===== src/rtl/decode_token_if.sv =====
// Bundle of the compressed-stream input and the token-slot output of decode_token.
// The slave modport is the parser side and the master modport is the environment side.
interface decode_token_if #(
    parameter int IN_WIDTH       = 13,
    parameter int NEED_STR_WIDTH = 4
);
    logic                      ce;
    logic [IN_WIDTH-1:0]       stream_data;
    logic                      stream_valid;
    logic [NEED_STR_WIDTH-1:0] stream_width;
    logic                      stream_ack;
    logic [2:0]                current_state;
    logic                      tok_valid;
    logic                      tok_literal;
    logic [7:0]                tok_data;
    logic [10:0]               tok_offset;
    logic [15:0]               tok_length;
    logic                      tok_ready;
    logic                      done;

    modport slave (
        input  ce, stream_data, stream_valid, tok_ready,
        output stream_width, stream_ack, current_state,
               tok_valid, tok_literal, tok_data, tok_offset, tok_length, done
    );

    modport master (
        output ce, stream_data, stream_valid, tok_ready,
        input  stream_width, stream_ack, current_state,
               tok_valid, tok_literal, tok_data, tok_offset, tok_length, done
    );
endinterface


===== src/rtl/decode_token.sv =====
// Bit-window parser that turns an LZ-style compressed stream into literal and match tokens.
// Each acked cycle consumes stream_width bits; emitted tokens land in a one-deep registered slot.
module decode_token #(
    parameter int IN_WIDTH       = 13,
    parameter int NEED_STR_WIDTH = 4
) (
    input  logic            clk,
    input  logic            rst,
    decode_token_if.slave   bus
);
    localparam int MSB = IN_WIDTH - 1;

    typedef enum logic [2:0] {
        S_IDLE  = 3'b000,
        S_TOKEN = 3'b001,
        S_LEN   = 3'b010,
        S_EXT   = 3'b100,
        S_END   = 3'b111
    } state_t;

    localparam logic [2:0] CS_WAIT  = 3'b011;
    localparam logic [2:0] CS_OFULL = 3'b110;

    function automatic logic [15:0] sat_add(input logic [15:0] a, input logic [3:0] n);
        logic [16:0] s;
        s = {1'b0, a} + {13'b0, n};
        return s[16] ? 16'hFFFF : s[15:0];
    endfunction

    state_t      state_q;
    logic [10:0] off_q;
    logic [15:0] len_q;
    logic        tok_valid_q;
    logic        tok_literal_q;
    logic [7:0]  tok_data_q;
    logic [10:0] tok_offset_q;
    logic [15:0] tok_length_q;
    logic        done_q;

    state_t                    nxt_c;
    logic [NEED_STR_WIDTH-1:0] width_c;
    logic                      emit_c;
    logic                      lit_c;
    logic [7:0]                data_c;
    logic                      lat_off_c;
    logic [10:0]               off_c;
    logic                      lat_len_c;
    logic [15:0]               len_c;
    logic                      end_c;
    logic                      parse_c;
    logic                      slot_free_c;
    logic                      ack_c;
    logic [3:0]                code_c;

    // Decode the step the current window would perform if consumed this cycle.
    always_comb begin
        nxt_c     = state_q;
        width_c   = '0;
        emit_c    = 1'b0;
        lit_c     = 1'b0;
        data_c    = 8'h00;
        lat_off_c = 1'b0;
        off_c     = 11'h000;
        lat_len_c = 1'b0;
        len_c     = len_q;
        end_c     = 1'b0;
        code_c    = bus.stream_data[MSB -: 4];
        case (state_q)
            S_TOKEN: begin
                if (!bus.stream_data[MSB]) begin
                    width_c = NEED_STR_WIDTH'(9);
                    emit_c  = 1'b1;
                    lit_c   = 1'b1;
                    data_c  = bus.stream_data[MSB-1 -: 8];
                end else if (bus.stream_data[MSB-1]) begin
                    width_c = NEED_STR_WIDTH'(9);
                    if (bus.stream_data[MSB-2 -: 7] == 7'd0) begin
                        end_c = 1'b1;
                        nxt_c = S_END;
                    end else begin
                        lat_off_c = 1'b1;
                        off_c     = {4'b0, bus.stream_data[MSB-2 -: 7]};
                        nxt_c     = S_LEN;
                    end
                end else begin
                    width_c   = NEED_STR_WIDTH'(13);
                    lat_off_c = 1'b1;
                    off_c     = bus.stream_data[MSB-2 -: 11];
                    nxt_c     = S_LEN;
                end
            end
            S_LEN: begin
                lat_len_c = 1'b1;
                if (code_c[3:2] != 2'b11) begin
                    width_c = NEED_STR_WIDTH'(2);
                    len_c   = 16'd2 + {14'b0, code_c[3:2]};
                    emit_c  = 1'b1;
                    nxt_c   = S_TOKEN;
                end else if (code_c == 4'hF) begin
                    width_c = NEED_STR_WIDTH'(4);
                    len_c   = 16'd8;
                    nxt_c   = S_EXT;
                end else begin
                    width_c = NEED_STR_WIDTH'(4);
                    len_c   = 16'd5 + {14'b0, code_c[1:0]};
                    emit_c  = 1'b1;
                    nxt_c   = S_TOKEN;
                end
            end
            S_EXT: begin
                width_c   = NEED_STR_WIDTH'(4);
                lat_len_c = 1'b1;
                len_c     = sat_add(len_q, code_c);
                if (code_c != 4'hF) begin
                    emit_c = 1'b1;
                    nxt_c  = S_TOKEN;
                end
            end
            default: ;
        endcase
    end

    always_comb begin
        parse_c     = (state_q == S_TOKEN) || (state_q == S_LEN) || (state_q == S_EXT);
        slot_free_c = !tok_valid_q || bus.tok_ready;
        ack_c       = parse_c && bus.stream_valid && (!emit_c || slot_free_c);
    end

    // State, latched match fields and the token slot.
    always_ff @(posedge clk or posedge rst) begin
        if (rst) begin
            state_q       <= S_IDLE;
            off_q         <= '0;
            len_q         <= '0;
            tok_valid_q   <= 1'b0;
            tok_literal_q <= 1'b0;
            tok_data_q    <= '0;
            tok_offset_q  <= '0;
            tok_length_q  <= '0;
            done_q        <= 1'b0;
        end else begin
            done_q <= ack_c && end_c;
            case (state_q)
                S_IDLE: if (bus.ce) state_q <= S_TOKEN;
                S_END:  state_q <= S_IDLE;
                default: if (ack_c) state_q <= nxt_c;
            endcase
            if (ack_c && lat_off_c) off_q <= off_c;
            if (ack_c && lat_len_c) len_q <= len_c;
            if (ack_c && emit_c) begin
                tok_valid_q   <= 1'b1;
                tok_literal_q <= lit_c;
                tok_data_q    <= data_c;
                tok_offset_q  <= lit_c ? 11'h000 : off_q;
                tok_length_q  <= lit_c ? 16'h0000 : len_c;
            end else if (bus.tok_ready) begin
                tok_valid_q <= 1'b0;
            end
        end
    end

    always_comb begin
        if (parse_c && bus.stream_valid && emit_c && !slot_free_c)
            bus.current_state = CS_OFULL;
        else if (parse_c && !bus.stream_valid)
            bus.current_state = CS_WAIT;
        else
            bus.current_state = state_q;
    end

    assign bus.stream_ack   = ack_c;
    assign bus.stream_width = ack_c ? width_c : '0;
    assign bus.tok_valid    = tok_valid_q;
    assign bus.tok_literal  = tok_literal_q;
    assign bus.tok_data     = tok_data_q;
    assign bus.tok_offset   = tok_offset_q;
    assign bus.tok_length   = tok_length_q;
    assign bus.done         = done_q;
endmodule

===== src/flat_wrapper.sv =====
// flat-port wrapper written by rule: the top's interface ports become plain ports
module decode_token_flat 
#(
    parameter int IN_WIDTH       = 13,
    parameter int NEED_STR_WIDTH = 4
)
  (clk, rst, bus_ce, bus_stream_data, bus_stream_valid, bus_tok_ready, bus_stream_width, bus_stream_ack, bus_current_state, bus_tok_valid, bus_tok_literal, bus_tok_data, bus_tok_offset, bus_tok_length, bus_done);
  decode_token_if #(.IN_WIDTH(IN_WIDTH), .NEED_STR_WIDTH(NEED_STR_WIDTH)) bus_i ();
  input  logic clk;
  input  logic rst;
  input wire logic [$bits(bus_i.ce)-1:0] bus_ce;
  input wire logic [$bits(bus_i.stream_data)-1:0] bus_stream_data;
  input wire logic [$bits(bus_i.stream_valid)-1:0] bus_stream_valid;
  input wire logic [$bits(bus_i.tok_ready)-1:0] bus_tok_ready;
  output wire logic [$bits(bus_i.stream_width)-1:0] bus_stream_width;
  output wire logic [$bits(bus_i.stream_ack)-1:0] bus_stream_ack;
  output wire logic [$bits(bus_i.current_state)-1:0] bus_current_state;
  output wire logic [$bits(bus_i.tok_valid)-1:0] bus_tok_valid;
  output wire logic [$bits(bus_i.tok_literal)-1:0] bus_tok_literal;
  output wire logic [$bits(bus_i.tok_data)-1:0] bus_tok_data;
  output wire logic [$bits(bus_i.tok_offset)-1:0] bus_tok_offset;
  output wire logic [$bits(bus_i.tok_length)-1:0] bus_tok_length;
  output wire logic [$bits(bus_i.done)-1:0] bus_done;
  assign bus_i.ce = bus_ce;
  assign bus_i.stream_data = bus_stream_data;
  assign bus_i.stream_valid = bus_stream_valid;
  assign bus_i.tok_ready = bus_tok_ready;
  assign bus_stream_width = bus_i.stream_width;
  assign bus_stream_ack = bus_i.stream_ack;
  assign bus_current_state = bus_i.current_state;
  assign bus_tok_valid = bus_i.tok_valid;
  assign bus_tok_literal = bus_i.tok_literal;
  assign bus_tok_data = bus_i.tok_data;
  assign bus_tok_offset = bus_i.tok_offset;
  assign bus_tok_length = bus_i.tok_length;
  assign bus_done = bus_i.done;
  decode_token #(.IN_WIDTH(IN_WIDTH), .NEED_STR_WIDTH(NEED_STR_WIDTH)) u_core (.clk(clk), .rst(rst), .bus(bus_i));
endmodule

===== config.mk =====
export PLATFORM = sky130hd
export DESIGN_NAME = decode_token_flat
export DESIGN_NICKNAME = d
export VERILOG_FILES = /design/src/rtl/decode_token_if.sv /design/src/rtl/decode_token.sv /design/src/flat_wrapper.sv
export SDC_FILE = /design/constraint.sdc
export NUM_CORES = 1
export LEC_CHECK = 0
export ABC_AREA = 1
export BUFFER_PORTS_ARGS = -buffer_cell sky130_fd_sc_hd__buf_4
export CAP_MARGIN = 20
export CORE_AREA = 2 2 106 108
export CTS_BUF_LIST = sky130_fd_sc_hd__clkbuf_8
export DETAILED_ROUTE_END_ITERATION = 6
export DIE_AREA = 0 0 108 110
export SLEW_MARGIN = 15
export SYNTH_ARGS = -nofsm -noshare
export SYNTH_HDL_FRONTEND = slang
export SYNTH_SLANG_ARGS = --single-unit

===== constraint.sdc =====
create_clock -name clk -period 3.75 [get_ports clk]
set_clock_uncertainty 0.15 [all_clocks]
set_input_delay 0.375 -clock clk [delete_from_list [all_inputs] [get_ports clk]]
set_output_delay 0.375 -clock clk [all_outputs]
set_load 0.01 [all_outputs]

==> run summary, run 1 <==
Status: complete, but fails checks
Failing checks: negative hold slack
Core Util, Final: 43.9%
CTS Sinks: 68
# hold bufs at CTS: 0
Worst slew pin tran: 739 ps
Area leader, netlist: dfrtp_1
Synthesized instance count: 523
DR pass1 iterations: 4
Slew Limit Headroom: 50.7%
Crit share post-route: 76.8%
Largest net degree at the start of global routing: 39
Share of layout cells above drive strength 1: 22.2%
Setup crit end kind: output pin
Full die area: 11900 µm²
I/O Pins: 64
# H-tree levels: 3
Switching power: 1.00 mW
Setup TNS Final: 0 ps
Area Growth Syn to Fin: 18.8%
Synth area leaders: dfrtp_1 43%, nand2_1 21%, o21ai_2 5.1%, inv_1 4.6%, nand3_1 4.3%
RR Startpoint: u_core.state_q[1]
Pwr dens: 561 nW/µm²
Maxcap violations: 0
Worst-path clk slew: 80 ps
Average size of a mapped cell: 7.56 µm²
Std cell rows: 38
Dpl hpwl: 7140 µm
Pleak: 2.48 nW
WP data required: 3220 ps
Commonest non-fill, non-tap cells in the layout: 224 x nand2_1, 68 x dfrtp_1, 65 x buf_4
Hold Fails Final Rpt: 5
Cell area after synthesis: 3960 µm²
Gr usage total: 17.9%
CTS tree: yes
Post-Place Cell Area: 4480 µm²
P_int: 1.63 mW
VDD IR max: 0.000204 V
Final instance area: 4700 µm²
Inst Count DP: 713
Starting DRT DRC Count: 303
RSZ-0062 raised after global routing: false
Max Clk Rate: 0.347 GHz
Global-route wire length before repair: 16600 µm
Worst skew pair latency: 360 ps
Seq pwr share: 38.0%
Syn_nets: 547
Synthesis-stage register bit count: 68
GP Congestion: 0.882
Post-synth EDFFs: 0
CTS max path bufs: 2
Post-synth ARST share: 100%
Detailed-route DRC error count: 0
Crit path largest cell delay: 430 ps
Worst-path fanout max: 20
Critical path cell sequence: inv_1, nand2_1, nor2_2, buf_4, nor2_4, nand2_2, nand2_2, inv_4, nand3_1, o21ai_0, buf_4
HP Class: in2async
WHS: -7.08 ps
GRT overflow: 0
CTS buffer count: 9
Overall die height: 110 µm
Post-DR wirelength/cell: 13.3 µm
Gate power share: 35.8%
Via-to-Cell Ratio: 4.77
CTS resizes: 0
CP startpoint: u_core.state_q[1]
PortBufs: 63
Via count: 3474
Crit Path Class: reg2out
Switching part of the total: 38.0%
Routed Antenna Nets: 0
Final setup viols: 0
Slew Limit Fails: 0
Root Driver: clkbuf_8
Number of global-route vias before repair: 3343
Die W: 108 µm
Crit start category: flop
Clk network pwr share: 26.2%
Non-Filler Instances: 729
Setup Buffers After CTS: 0
Core box area: 10700 µm²
Initial Utilization: 37.0%
Fill cell count: 1085
Count of cell types in the netlist: 38
Seq/Total Area, Yosys: 43.0%
Tmin final: 2880 ps
Synth warnings: 0
Primary FF master, synth: dfrtp_1
Area share of the leading cell type in the synthesized netlist: 43.0%
Ant. Diodes: 0
Final nets: 608
Reg-to-reg setup timing slack: 990 ps
Initial antenna violation count: 0
Overall Power: 2.63 mW
Slowest-stage cell, CP: dfrtp_1
Final WL: 9680 µm
Most common cell after layout, fill and taps aside: nand2_1
Crit path DAT: 2350 ps
[final cells by class]
class / count / area (µm²) / share of cell area [%]
clock buffer: 9 / 124 / 2.64
clock inverter: 7 / 98.8 / 2.10
inverter: 54 / 210 / 4.47
multi-input combinational: 386 / 1900 / 40.5
sequential: 68 / 1700 / 36.2
tap: 140 / 175 / 3.73
timing repair buffer: 65 / 488 / 10.4
[metal layers]
layer,vias up,GRT usage [%],routed length [µm],part of all wire (%)
met5,-,0,0,0
met4,0,7.78,127,1.3
met3,10,2.23,428,4.4
met2,77,26.5,4220,44
met1,1601,26.3,4910,51
li1,1786,-,-,-
[stage by stage]
| step | setup slack (ps) | hold slack [ps] |
|---|---|---|
| 6_report | 871 | -7.08 |
| 5_1_grt | 681 | 77.5 |
| 4_1_cts | 840 | 20.3 |
| 3_5_place_dp | 926 | 308 |
| 3_3_place_gp | 1010 | 307 |
| 2_1_floorplan | 1480 | 292 |
[logic make-up (layout without fill, tap and decap cells)]
logic type      after synthesis  in the layout  share of synthesized area, %
xor+xnor                      2              2                         0.443
flops                        68             68                          43.0
fa+ha+maj                     6              6                          2.09
buf+inv                      69            135                          8.92
simple gates                316            316                          34.9
compound gates               62             62                          10.7
[final timing paths]
| check | cells past startpoint | to |
|---|---|---|
| max | 11 | bus_current_state[2] |
| max in group asynchronous | 3 | u_core.bus.tok_data[6] |
| min in group clk | 3 | u_core.off_q[8] |
| min | 2 | u_core.bus.tok_length[4] |
| min reg2reg | 2 | u_core.bus.tok_offset[8] |
| max reg2reg | 12 | u_core.bus.tok_length[1] |
[power groups by stage]
stage | Sequential [mW] | Combinational (mW) | Clock [mW]
after global placement | 1.01 | 0.935 | 0
after floorplan | 1.04 | 0.620 | 0
final | 1.00 | 0.945 | 0.689
after global routing | 1.02 | 1.06 | 0.736
after CTS | 1.00 | 0.954 | 0.706
after detailed placement | 1.01 | 0.952 | 0
[registers in the layout (all words and copies together), names as in the netlist]
| name | cells |
|---|---|
| u_core.bus.tok_data | 8 |
| u_core.bus.tok_valid | 1 |
| u_core.bus.tok_offset | 11 |
| u_core.bus.tok_literal | 1 |
| u_core.bus.done | 1 |
| u_core.bus.tok_length | 16 |
| u_core.state_q | 3 |
| u_core.len_q | 16 |
| u_core.off_q | 11 |
[worst max-delay path, delay by kind of cell (launching register included)]
family | cells | cell delay, ps
AND/OR/NAND/NOR | 6 | 890
buffers and inverters | 4 | 540
flip-flops | 1 | 430
AO/OA/AOI/OAI | 1 | 140
[cells in the mapped netlist (2+ instances only)]
| library cell | n |
|---|---|
| buf_6 | 9 |
| xor2_1 | 2 |
| nand4_1 | 3 |
| dfrtp_1 | 68 |
| nand3_1 | 34 |
| nor2_1 | 24 |
| o21ai_0 | 27 |
| inv_2 | 3 |
| inv_1 | 48 |
| nand2_2 | 11 |
| a21oi_1 | 4 |
| nor3_1 | 9 |
| nand2_1 | 224 |
| nand3b_1 | 2 |
| o22ai_1 | 2 |
| buf_2 | 3 |
| o21ai_2 | 23 |
| ha_1 | 5 |
| nor3_4 | 2 |
| nand2_4 | 2 |
Note: power is estimated with default switching activity, not from simulation.
==> run 2, diff against run 1 <==
clock period = 2.9 ns   (was 3.75 ns; I/O delays follow)
==> run 2 against run 1 <==
Effect of this change: the run now ends clean; combinational power up 30%; via count grew 0.43%; die area stayed put; power is 36% higher; largest cell class unchanged.
==> run summary, run 2 (synthesized netlist as in run 1, its figures left out) <==
Starting DRT DRC Count: 223
Commonest non-fill, non-tap cells in the layout: 224 x nand2_1, 70 x buf_4, 68 x dfrtp_1
Gr usage total: 17.3%
Ant. Diodes: 0
Routed Antenna Nets: 0
I/O Pins: 64
Full die area: 11900 µm²
Hold Fails Final Rpt: 0
Setup crit end kind: output pin
Max Clk Rate: 0.394 GHz
Overall die height: 110 µm
WP data required: 2460 ps
Most common cell after layout, fill and taps aside: nand2_1
Final WL: 9470 µm
Pwr dens: 748 nW/µm²
Crit share post-route: 87.4%
Core box area: 10700 µm²
Largest net degree at the start of global routing: 28
Setup Buffers After CTS: 0
Initial Utilization: 37.0%
Critical path cell sequence: inv_2, nor3_4, inv_2, nand2_2, nand2_2, inv_4, nand2_4, nor2_1, buf_4
Global-route wire length before repair: 16000 µm
Number of global-route vias before repair: 3237
Slew Limit Fails: 0
VDD IR max: 0.000440 V
Tmin final: 2540 ps
PortBufs: 63
Via count: 3489
Crit Path Class: reg2out
DR pass1 iterations: 6
Worst slew pin tran: 472 ps
Maxcap violations: 0
Crit path largest cell delay: 470 ps
# H-tree levels: 3
Status: completed
GP Congestion: 0.840
CTS tree: yes
Pleak: 2.53 nW
RSZ-0062 raised after global routing: false
Share of layout cells above drive strength 1: 22.9%
Final setup viols: 0
Final instance area: 4790 µm²
Detailed-route DRC error count: 0
Area Growth Syn to Fin: 21.2%
Slew Limit Headroom: 68.5%
Buf+Inv Stages, Crit Path: 4
Worst-path clk slew: 80 ps
CTS Sinks: 68
CTS buffer count: 9
Final nets: 614
Die W: 108 µm
CTS resizes: 0
Post-DR wirelength/cell: 12.9 µm
CP top delay family: simple AND/OR/NAND/NOR gates
Worst-path fanout max: 8
Setup TNS Final: 0 ps
HP Class: in2reg
Worst skew pair latency: 350 ps
Std cell rows: 38
Dpl hpwl: 7100 µm
Initial antenna violation count: 0
Crit start category: flop
Crit path DAT: 2100 ps
# hold bufs at CTS: 1
GRT overflow: 0
CTS max path bufs: 2
Root Driver: clkbuf_8
Via-to-Cell Ratio: 4.75
Slowest-stage cell, CP: dfrtp_1
Post-Place Cell Area: 4510 µm²
[run 2: changes by cell type in the layout (fill, tap and decap cells not counted), sizes merged]
cell,before,now
clkinv,4,2
dlygate4sd3,0,1
inv,54,55
bufinv,2,4
clkinvlp,1,0
buf,65,70
[run 2: final timing paths]
kind,startpoint,endpoint,slack [ps],depth (start not counted)
min,bus_stream_data[8],u_core.off_q[8],80,3
max reg2reg,u_core.len_q[0],u_core.bus.tok_length[9],390,13
min reg2reg,u_core.off_q[9],u_core.bus.tok_offset[9],320,2
min in group asynchronous,rst,u_core.bus.tok_length[4],360,3
max,u_core.state_q[0],bus_stream_width[0],360,9
max in group asynchronous,rst,u_core.bus.tok_data[5],1540,4
[run 2: through the flow]
stage / cells / power (mW) / util (%) / hold slack, ps / setup WS, ps
2_1_floorplan: 523 / 2.14 / - / 275 / 653
3_3_place_gp: 718 / 2.52 / 42.2 / 187 / 426
3_5_place_dp: 718 / 2.54 / 42.2 / 200 / 339
4_1_cts: 735 / 3.62 / 44.8 / 64.8 / 357
5_1_grt: 735 / 3.84 / 44.8 / 65.5 / 126
6_report: 735 / 3.58 / 44.8 / 76.3 / 364
[run 2: area by class of cell]
| cell class | instances | area (µm²) |
|---|---|---|
| flip-flops and latches | 68 | 1700 |
| multi-input cells | 386 | 1900 |
| inverters | 54 | 210 |
| clock inverters | 7 | 146 |
| repair buffers | 71 | 536 |
| clock buffers | 9 | 124 |
| well taps | 140 | 175 |
| fillers | 1088 | 5900 |
[run 2: where the power goes]
group	switching (mW)	internal, mW
logic	0.748	0.479
registers	0.137	1.16
clock network	0.399	0.666
[run 2: tightest hold or removal path, cell delays in order]
cell     delay [ps]
buf_4           120
nand2_1          70
o21ai_2          60
[run 2: layer usage]
layer	track usage [%]	vias to the layer above	wire, µm
li1	-	1788	-
met1	24.6	1632	4720
met2	26.3	58	4240
met3	3.41	11	389
met4	5.77	0	121
met5	0	-	0
==> run 3, diff against run 2 <==
ABC_AREA = unset   (was 1)
CORE_AREA = 2 2 102 104   (was 2 2 106 108)
DIE_AREA = 0 0 104 106   (was 0 0 108 110)
PLACE_DENSITY = 0.53   (was unset)
==> run 3 against run 2 <==
Effect of this change: hold slack got worse by 38 ps; via count fell by 11%; count of clock-buffer cells in the layout unchanged; setup slack worse by 150 ps; critical endpoint is now bus_stream_width[1]; fmax down 5.5%; sequential power grew 15%; routed wire length grew 2.7%; sequential share of layout area grew 2.4 points; synthesized cell count decreased by 28%; utilization is 0.20 points higher.
==> run summary, run 3 <==
Status: completed
Slew Limit Fails: 0
Full die area: 11000 µm²
VDD IR max: 0.000364 V
Crit start category: flop
Syn_nets: 398
Detailed-route DRC error count: 0
Routed Antenna Nets: 0
GP Congestion: 0.856
Core box area: 10000 µm²
Pwr dens: 857 nW/µm²
Worst skew pair latency: 350 ps
Global-route wire length before repair: 15600 µm
Die W: 104 µm
Worst-path fanout max: 21
CTS buffer count: 9
CTS max path bufs: 2
Max Clk Rate: 0.373 GHz
Area Growth Syn to Fin: 22.5%
# H-tree levels: 3
Worst slew pin tran: 874 ps
Most common cell in the synthesized netlist: dfrtp_1
Post-DR wirelength/cell: 16.9 µm
Synth area leaders: dfrtp_1 46%, a22o_1 5.2%, nand2_1 4.0%, a21oi_1 3.5%, o21ai_0 3.5%
Area share of the leading cell type in the synthesized netlist: 46.3%
Final nets: 458
Initial Utilization: 36.7%
Final WL: 9730 µm
Post-synth ARST share: 100%
Crit share post-route: 92.5%
Most common cell after layout, fill and taps aside: buf_4
Post-synth EDFFs: 0
CTS tree: yes
Worst-path clk slew: 90 ps
Inst Count DP: 559
Synthesized instance count: 374
Final setup viols: 0
Synth warnings: 0
Primary FF master, synth: dfrtp_1
Setup crit end kind: output pin
# hold bufs at CTS: 0
Initial antenna violation count: 0
Number of global-route vias before repair: 2968
Non-Filler Instances: 575
Dpl hpwl: 6860 µm
Starting DRT DRC Count: 142
Root Driver: clkbuf_8
Setup Buffers After CTS: 0
CTS resizes: 0
Gr usage total: 17.8%
PortBufs: 63
Pre-CTS setup slack: 256 ps
Crit Path Class: reg2out
Ant. Diodes: 0
Setup ws final: 216 ps
Crit path DAT: 2240 ps
WP data required: 2460 ps
Maxcap violations: 0
DR pass1 iterations: 5
GRT overflow: 0
Fill cell count: 1017
Via count: 3113
Std cell rows: 37
Tmin final: 2680 ps
Pleak: 2.09 nW
Largest net degree at the start of global routing: 69
Overall die height: 106 µm
Count of cell types in the netlist: 56
Hold Fails Final Rpt: 0
Share of layout cells above drive strength 1: 28.2%
Slew Limit Headroom: 41.7%
Synthesis-stage register bit count: 68
HP Class: in2async
Commonest non-fill, non-tap cells in the layout: 77 x buf_4, 65 x dfrtp_1, 39 x nand2_1
Seq/Total Area, Yosys: 46.3%
Cell area after synthesis: 3670 µm²
Average size of a mapped cell: 9.83 µm²
I/O Pins: 64
Via-to-Cell Ratio: 5.41
CTS Sinks: 68
Area leader, netlist: dfrtp_1
List of most frequent post-synthesis cells: 68 x dfrtp_1, 39 x nand2_1, 26 x a21oi_1, 26 x o21ai_0, 22 x a22o_1
==> run 3: cell types whose count changed in the layout (fill, tap and decap cells not counted), moves of 7 or more <==
| cell | change |
|---|---|
| a21oi_1 | +22 |
| a22o_1 | +22 |
| a31oi_1 | +7 |
| buf_4 | +7 |
| inv_1 | -44 |
| mux2_2 | +11 |
| nand2_1 | -185 |
| nand2_2 | -11 |
| nand2b_1 | +7 |
| nand3_1 | -18 |
| nor4_1 | +8 |
| o21ai_2 | -22 |
==> run 3: logic make-up (layout without fill, tap and decap cells) <==
| family | count (synthesis) | after routing | synth area share, % |
|---|---|---|---|
| AOI/OAI and AO/OA | 122 | 122 | 22.8 |
| and+or+nand+nor | 120 | 120 | 16.4 |
| DFF | 68 | 68 | 46.3 |
| buffers and inverters | 32 | 97 | 4.19 |
| muxes | 19 | 19 | 6.37 |
| xor gates and xnor gates | 7 | 7 | 1.67 |
| adders and majority gates | 6 | 6 | 2.25 |
==> run 3: final timing paths <==
kind / slack [ps] / end / cells after the start / start
setup / recovery: 220 / bus_stream_width[1] / 6 / u_core.state_q[2]
hold / removal: 40 / u_core.bus.tok_offset[2] / 3 / rst
setup reg to reg: 410 / u_core.off_q[3] / 5 / u_core.state_q[0]
hold reg to reg: 340 / u_core.bus.tok_literal / 1 / u_core.bus.tok_literal
max in group asynchronous: 1940 / u_core.state_q[2] / 3 / rst
min in group clk: 40 / u_core.bus.tok_data[3] / 2 / bus_stream_data[7]
==> run 3: power by group <==
part / internal, mW / leakage, nW / switching [mW]
Clock: 0.412 / 0.106 / 0.416
Combinational: 0.772 / 1.08 / 0.777
Sequential: 1.22 / 0.902 / 0.256
==> run 3: worst max-delay path, stage by stage (launching register included) <==
cell	delay, ps
dfrtp_2	550
or3b_2	590
nor3_1	270
nor2_1	100
nand3_1	160
a211oi_1	70
buf_4	160
==> run 3: area by class of cell <==
| cell class | instances | area (µm²) | area share (%) |
|---|---|---|---|
| multi-input combinational | 274 | 1820 | 40.5 |
| sequential | 68 | 1710 | 37.9 |
| timing repair buffer | 77 | 578 | 12.8 |
| tap | 136 | 170 | 3.78 |
| clock buffer | 9 | 124 | 2.75 |
| clock inverter | 7 | 85.1 | 1.89 |
| inverter | 4 | 15.0 | 0.334 |
==> run 3: through the flow <==
step                power (mW)  utilization (%)  setup TNS (ps)  cell area (µm²)  hold WS [ps]
finish                    3.86             45.0               0             4500          38.6
global route              4.12             45.0          -0.858             4500          13.9
CTS                       3.90             45.0               0             4500          17.4
detailed placement        3.05             42.9               0             4290           324
global placement          3.04             42.9               0             4290           316
floorplan                 2.48                -               0             3670           273
==> run 3: per-layer routing <==
metal	GRT usage (%)	share of wire [%]
met5	0	0
met1	23.8	45
met4	4.63	1.0
met2	29.1	49
met3	4.35	4.8
